## config.mk

```make
export PLATFORM = sky130hd
export DESIGN_NAME = clock_set_ctrl
export DESIGN_NICKNAME = d
export VERILOG_FILES = /design/src/rtl/clock_pkg.sv /design/src/rtl/field_wrap_inc.sv /design/src/rtl/clock_set_ctrl.sv
export SDC_FILE = /design/constraint.sdc
export NUM_CORES = 1
export LEC_CHECK = 0
export CORE_MARGIN = 8
export CORE_UTILIZATION = 45
export DETAILED_ROUTE_END_ITERATION = 12
export DONT_BUFFER_PORTS = 1
export PLACE_DENSITY = 0.64
export SETUP_SLACK_MARGIN = 0.15
export SLEW_MARGIN = 20
export SYNTH_ARGS = -nofsm -noshare
export SYNTH_HDL_FRONTEND = slang
export SYNTH_SLANG_ARGS = --single-unit
```

## constraint.sdc

```tcl
create_clock -name clk -period 1.82 [get_ports clk]
set_clock_uncertainty 0.1 [all_clocks]
set_input_delay 0.546 -clock clk [delete_from_list [all_inputs] [get_ports clk]]
set_output_delay 0.546 -clock clk [all_outputs]
set_load 0.005 [all_outputs]
```

## src/rtl/clock_pkg.sv

```systemverilog
// ---------------------------------------------------------------------------
// clock_pkg
// Shared definitions for the digital clock time-setting logic.
//   state_t : controller states (RUN, SET_HR, SET_MIN, COMMIT)
//   HR_W    : width of the hour field
//   MIN_W   : width of the minute field
//   MIN_MAX : highest minute value (field wraps MIN_MAX -> 0)
// ---------------------------------------------------------------------------
package clock_pkg;

    typedef enum logic [1:0] {
        RUN     = 2'd0,
        SET_HR  = 2'd1,
        SET_MIN = 2'd2,
        COMMIT  = 2'd3
    } state_t;

    localparam int HR_W    = 5;
    localparam int MIN_W   = 6;
    localparam int MIN_MAX = 59;

endpackage

```

## src/rtl/field_wrap_inc.sv

```systemverilog
// ---------------------------------------------------------------------------
// field_wrap_inc
// Combinational wrap-around incrementer for one time field.
//   i_value [W-1:0] : current field value (assumed <= MAX)
//   i_en            : 1 = increment, 0 = pass value through
//   o_next  [W-1:0] : next value; MAX wraps to 0 (compare, never modulo)
// ---------------------------------------------------------------------------
module field_wrap_inc #(
    parameter int W   = 6,
    parameter int MAX = 59
) (
    input  logic [W-1:0] i_value,
    input  logic         i_en,
    output logic [W-1:0] o_next
);

    logic w_at_max;

    assign w_at_max = (i_value == W'(MAX));

    always_comb begin
        o_next = i_value;
        if (i_en) begin
            o_next = w_at_max ? '0 : i_value + 1'b1;
        end
    end

endmodule

```

## src/rtl/clock_set_ctrl.sv

```systemverilog
// ---------------------------------------------------------------------------
// clock_set_ctrl
// Time-setting controller: selects live/edit display source, edits hours
// then minutes via debounced buttons, and commits with a one-cycle load.
//
// Parameters:
//   TIMEOUT_S : idle 1 Hz ticks before an edit is abandoned (0 = never)
//   HR_MAX    : highest hour value (hour field wraps HR_MAX -> 0)
// Ports:
//   clk, rst_n            : clock, asynchronous active-low reset
//   tick_1hz              : one-cycle pulse per second
//   btn_mode, btn_inc     : debounced one-cycle button pulses
//   live_hr, live_min     : current timekeeper time
//   sel                   : display mux select (0 live, 1 edit register)
//   edit_hr, edit_min     : edit register
//   load                  : one-cycle commit pulse to the timekeeper
//   blank_hr, blank_min   : digit blanking for blink
// Build option:
//   CLOCK_SET_BLINK_EN    : when defined, the field being edited blinks at
//                           the tick rate; otherwise blank_* are tied to 0.
// ---------------------------------------------------------------------------
module clock_set_ctrl
    import clock_pkg::*;
#(
    parameter int TIMEOUT_S = 10,
    parameter int HR_MAX    = 23
) (
    input  logic             clk,
    input  logic             rst_n,
    input  logic             tick_1hz,
    input  logic             btn_mode,
    input  logic             btn_inc,
    input  logic [HR_W-1:0]  live_hr,
    input  logic [MIN_W-1:0] live_min,
    output logic             sel,
    output logic [HR_W-1:0]  edit_hr,
    output logic [MIN_W-1:0] edit_min,
    output logic             load,
    output logic             blank_hr,
    output logic             blank_min
);

    state_t             r_state;
    state_t             w_state_next;
    logic               r_sel;
    logic               r_load;
    logic [HR_W-1:0]    r_edit_hr;
    logic [MIN_W-1:0]   r_edit_min;
    logic [HR_W-1:0]    w_hr_next;
    logic [MIN_W-1:0]   w_min_next;
    logic               w_any_btn;
    logic               w_editing;
    logic               w_idle_tick;
    logic               w_timeout;
    logic               w_inc_hr;
    logic               w_inc_min;

    assign w_any_btn   = btn_mode | btn_inc;
    assign w_editing   = (r_state == SET_HR) || (r_state == SET_MIN);
    // A tick only counts as idle time when no button arrives with it.
    assign w_idle_tick = w_editing && tick_1hz && !w_any_btn;
    // btn_mode has priority: a simultaneous increment is discarded.
    assign w_inc_hr    = (r_state == SET_HR)  && btn_inc && !btn_mode;
    assign w_inc_min   = (r_state == SET_MIN) && btn_inc && !btn_mode;

    field_wrap_inc #(.W(HR_W), .MAX(HR_MAX)) u_hr_inc (
        .i_value (r_edit_hr),
        .i_en    (w_inc_hr),
        .o_next  (w_hr_next)
    );

    field_wrap_inc #(.W(MIN_W), .MAX(MIN_MAX)) u_min_inc (
        .i_value (r_edit_min),
        .i_en    (w_inc_min),
        .o_next  (w_min_next)
    );

    // -----------------------------------------------------------------------
    // Idle timeout counter
    // -----------------------------------------------------------------------
    generate
        if (TIMEOUT_S > 0) begin : g_timeout
            localparam int IDLE_W = (TIMEOUT_S < 2) ? 1 : $clog2(TIMEOUT_S + 1);
            logic [IDLE_W-1:0] r_idle;

            // Fires on the tick that would bring the count to TIMEOUT_S.
            assign w_timeout = w_idle_tick && (r_idle == IDLE_W'(TIMEOUT_S - 1));

            always_ff @(posedge clk or negedge rst_n) begin
                if (!rst_n) begin
                    r_idle <= '0;
                end else if (w_any_btn || w_timeout) begin
                    // Entry to SET_HR is always via btn_mode, so this also
                    // clears the counter on entry.
                    r_idle <= '0;
                end else if (w_idle_tick) begin
                    r_idle <= r_idle + 1'b1;
                end
            end
        end else begin : g_no_timeout
            assign w_timeout = 1'b0;
        end
    endgenerate

    // -----------------------------------------------------------------------
    // Next-state logic
    // -----------------------------------------------------------------------
    always_comb begin
        w_state_next = r_state;
        unique case (r_state)
            RUN: begin
                if (btn_mode) w_state_next = SET_HR;
            end
            SET_HR: begin
                if (btn_mode)       w_state_next = SET_MIN;
                else if (w_timeout) w_state_next = RUN;
            end
            SET_MIN: begin
                if (btn_mode)       w_state_next = COMMIT;
                else if (w_timeout) w_state_next = RUN;
            end
            COMMIT: begin
                w_state_next = RUN;
            end
            default: begin
                w_state_next = RUN;
            end
        endcase
    end

    // -----------------------------------------------------------------------
    // State, registered outputs and edit register
    // -----------------------------------------------------------------------
    always_ff @(posedge clk or negedge rst_n) begin
        if (!rst_n) begin
            r_state    <= RUN;
            r_sel      <= 1'b0;
            r_load     <= 1'b0;
            r_edit_hr  <= '0;
            r_edit_min <= '0;
        end else begin
            r_state <= w_state_next;
            // Outputs are derived from the next state so they line up with
            // the state they describe.
            r_sel   <= (w_state_next != RUN);
            r_load  <= (w_state_next == COMMIT);
            if ((r_state == RUN) && btn_mode) begin
                r_edit_hr  <= live_hr;
                r_edit_min <= live_min;
            end else begin
                r_edit_hr  <= w_hr_next;
                r_edit_min <= w_min_next;
            end
        end
    end

    assign sel      = r_sel;
    assign load     = r_load;
    assign edit_hr  = r_edit_hr;
    assign edit_min = r_edit_min;

    // -----------------------------------------------------------------------
    // Blink
    // -----------------------------------------------------------------------
`ifdef CLOCK_SET_BLINK_EN
    logic r_phase;
    logic w_phase_next;
    logic r_blank_hr;
    logic r_blank_min;

    always_comb begin
        w_phase_next = r_phase;
        if (w_any_btn) begin
            // Field becomes visible immediately on any button activity.
            w_phase_next = 1'b0;
        end else if (w_idle_tick) begin
            w_phase_next = ~r_phase;
        end
    end

    always_ff @(posedge clk or negedge rst_n) begin
        if (!rst_n) begin
            r_phase     <= 1'b0;
            r_blank_hr  <= 1'b0;
            r_blank_min <= 1'b0;
        end else begin
            r_phase     <= w_phase_next;
            r_blank_hr  <= (w_state_next == SET_HR)  && w_phase_next;
            r_blank_min <= (w_state_next == SET_MIN) && w_phase_next;
        end
    end

    assign blank_hr  = r_blank_hr;
    assign blank_min = r_blank_min;
`else
    assign blank_hr  = 1'b0;
    assign blank_min = 1'b0;
`endif

endmodule

```

==> impl_results.md <==
- Outcome: complete, no violations
- Drc violations: 0
- Critical path's top delay family: simple AND/OR/NAND/NOR gates
- Peak per-stage delay on the critical path: approximately 0.48 ns
- Sequential Area: 475 sq um
- First-pass GRT wire length: ~4.4 mm
- Initial Util: about 48%
- F_max: between 600 and 700 MHz
- Synth top cells by count: 19 x dfrtp_1, 12 x nand2_1, 11 x nor2_1
- Proportion of synthesized chip area in sequential cells: about 40%
- Core area: between 0.002 and 0.0025 sq mm
- # H-tree levels: 1
- Slew Viols, Final: 0
- Average cell area after synthesis: about 9.3 sq um
- Crit-path cells: inv_2 -> ha_4 -> nand3b_4 -> or4b_4 -> a31oi_1
- Post-detail-place hpwl: a little over 2 mm
- WHS Endpoint: edit_min[4]$_DFFE_PN0P_
- Yosys cell types: 40
- Post-Place Worst Slack: ~0.10 ns
- Startpoint types: flop
- Row cnt: 18
- Crit path max-delay cell type: or4b_4
- Hold Crit Depth: 2
- Ports: 31
- Drt first pass iters: 4
- Area of the multi-input gates: between 700 and 800 sq um
- Final nets: between 150 and 200
- Via Count: 1005
- Total CTS buffers: 3
- Gate Count Post-Synth: about 130
- Vias in the first global route: ~950
- Worst path required time: just under 2 ns
- Crit path buf inv count: 1
- CP endpoint kind: flop
- Fill cells: 220
- Final RePlAce weighted congestion: around 0.79
- Die width: roughly 68 um
- Initial antenna violation count: 0
- Top cell type's share of synthesized area: 39.8%
- CP max FO: 5
- Die area: between 0.004 and 0.005 sq mm
- Root Buffer: clkbuf_4
- VDD IR-drop max: 0.721 mV
- Total gr overflow: 0
- Die H: just under 70 um
- FF-to-FF path depth: 5
- Hold_sp: live_min[4]
- Setup CP Type: flop to flop
- CTS sink cnt: 19
- Post-synth EDFFs: 0
- Placed Area: ~0.0012 sq mm
- CTS Buffer Depth: 2
- Synth top area cells: dfrtp_1 40%, ha_1 7.3%, a21oi_1 3.8%
- Max-cap violations: 0
- R2r startpoint: r_state[1]$_DFF_PN0_
- Syn. warnings: 0
- Tightest Pin Transition: between 0.8 and 0.9 ns
- Initial DRC count: 34
- Ant diodes: 0
- Largest net degree at the start of global routing: 20
- Leading area contributor after synthesis: dfrtp_1
- IO Port Bufs: 0
- Reg2reg setup slack: between 0.15 and 0.2 ns
- Post-Layout Inst Area: about 0.0014 sq mm
- DRT Wirelength: roughly 2.8 mm
- Mapped cell area: around 0.0012 sq mm
- Final worst slack: 0.191 ns
- Antenna-violating nets left: 0
- PwrDens: ~1400 mW/mm^2
- Finish-stage setup viols: 0
- Leakage power: ~0.57 nW
- Vias per inst: between 6 and 7
- Crit path arrival time: ~1.8 ns
- Count leader, synth: dfrtp_1
- Register bit count reported by yosys: 19
- Final setup TNS: 0 ns
- Final worst-path cycle share: around nine tenths
- Layout Area Growth over Synthesis: 13.1%
- Worst Hold Class: primary input to flop
- Post-synth ARST share: 100%
- Drt wl/cell: around 17 um
- Fin crit period: roughly 1.6 ns
- Top_reg_cell synth: dfrtp_1
- Total track usage: between 10 and 15%
- CTS tree: done
- Layout cells sized above 1: ~16%
- Fin. Hold Viols: 0
- Relative slew slack: 40.3%
- FF-to-FF End: edit_hr[4]$_DFFE_PN0P_
- RSZ-0062 raised after global routing: yes
- Clock slew at reported path FFs: 0.12 ns
- Skew-Pair Late Insertion Delay: slightly above 0.3 ns
-- state kept, by name (all words and copies together), names as in the netlist --
register,cells
g_timeout.r_idle,4
edit_hr,5
load,1
edit_min,6
r_state,2
sel,1
-- cell families after synthesis --
family,share of synthesized area [%]
multiplexers,1.78
adder cells (fa/ha/maj),7.34
buffers and inverters,5.14
AND/OR/NAND/NOR,25.7
AO/OA/AOI/OAI,19.2
other,0.314
XOR/XNOR,0.734
flip-flops,39.8
-- layout make-up --
cell class | count | area share [%]
Inverter | 4 | 1.11
Multi-Input combinational cell | 99 | 53.1
Clock buffer | 3 | 1.67
Clock inverter | 1 | 0.371
Sequential cell | 19 | 35.2
Timing Repair Buffer | 10 | 5.75
Tap cell | 30 | 2.78
-- through the flow --
stage	instances	hold WS (ns)	power (W)	util [%]
final	166	0.252	0.00188	54.0
after global routing	166	0.241	0.00204	54.0
after CTS	163	0.245	0.00178	51.6
after detailed placement	157	0.151	0.00152	49.0
after global placement	157	0.151	0.00150	49.0
after floorplan	129	0.150	0.00132	-
-- layer usage --
metal  wire length (um)  global-route usage (%)  share of wire, %  vias up
li1                   -                       -                 -      492
met1               1180                    14.0                43      480
met2               1320                    20.5                48       29
met3                237                    5.13               8.6        4
met4                 29                    4.44               1.0        0
met5                  0                       0                 0        -
-- power breakdown --
group          total, W  switching (W)  internal, W
clock network  0.000218       0.000136    0.0000820
logic          0.000860       0.000428     0.000433
registers      0.000805       0.000222     0.000582
-- how the worst max path moves through the flow --
stage / endpoint / from / slack (ns) / cells past startpoint
after CTS: edit_hr[4]$_DFFE_PN0P_ / r_state[1]$_DFF_PN0_ / 0.11 / 5
after detailed placement: edit_hr[4]$_DFFE_PN0P_ / r_state[1]$_DFF_PN0_ / 0.1 / 5
after global placement: edit_hr[4]$_DFFE_PN0P_ / r_state[1]$_DFF_PN0_ / 0.13 / 5
after floorplan: load$_DFF_PN0_ / btn_inc / 0.20 / 5
after global routing: g_timeout.r_idle[2]$_DFFE_PN0P_ / r_state[1]$_DFF_PN0_ / 0.12 / 6
final: edit_hr[4]$_DFFE_PN0P_ / r_state[1]$_DFF_PN0_ / 0.19 / 5
-- layout by cell type, fill, tap and decap left out, types with 4 or more instances in the layout --
master	instances
nand3_1	7
buf_4	9
nor2_1	11
o211ai_1	5
a31oi_1	5
nand2_1	12
a21oi_1	9
ha_1	4
dfrtp_1	19
-- timing repair --
action / 4_1_cts / 5_1_grt
hold buffers: 1 / 0
setup buffers: 1 / 3
hold endpoints to repair: 19 / 0
endpoints found under the setup margin: 5 / 13
pin swaps: 2 / 10
gates resized for setup: 3 / 7
Note: power is estimated with default switching activity, not from simulation.
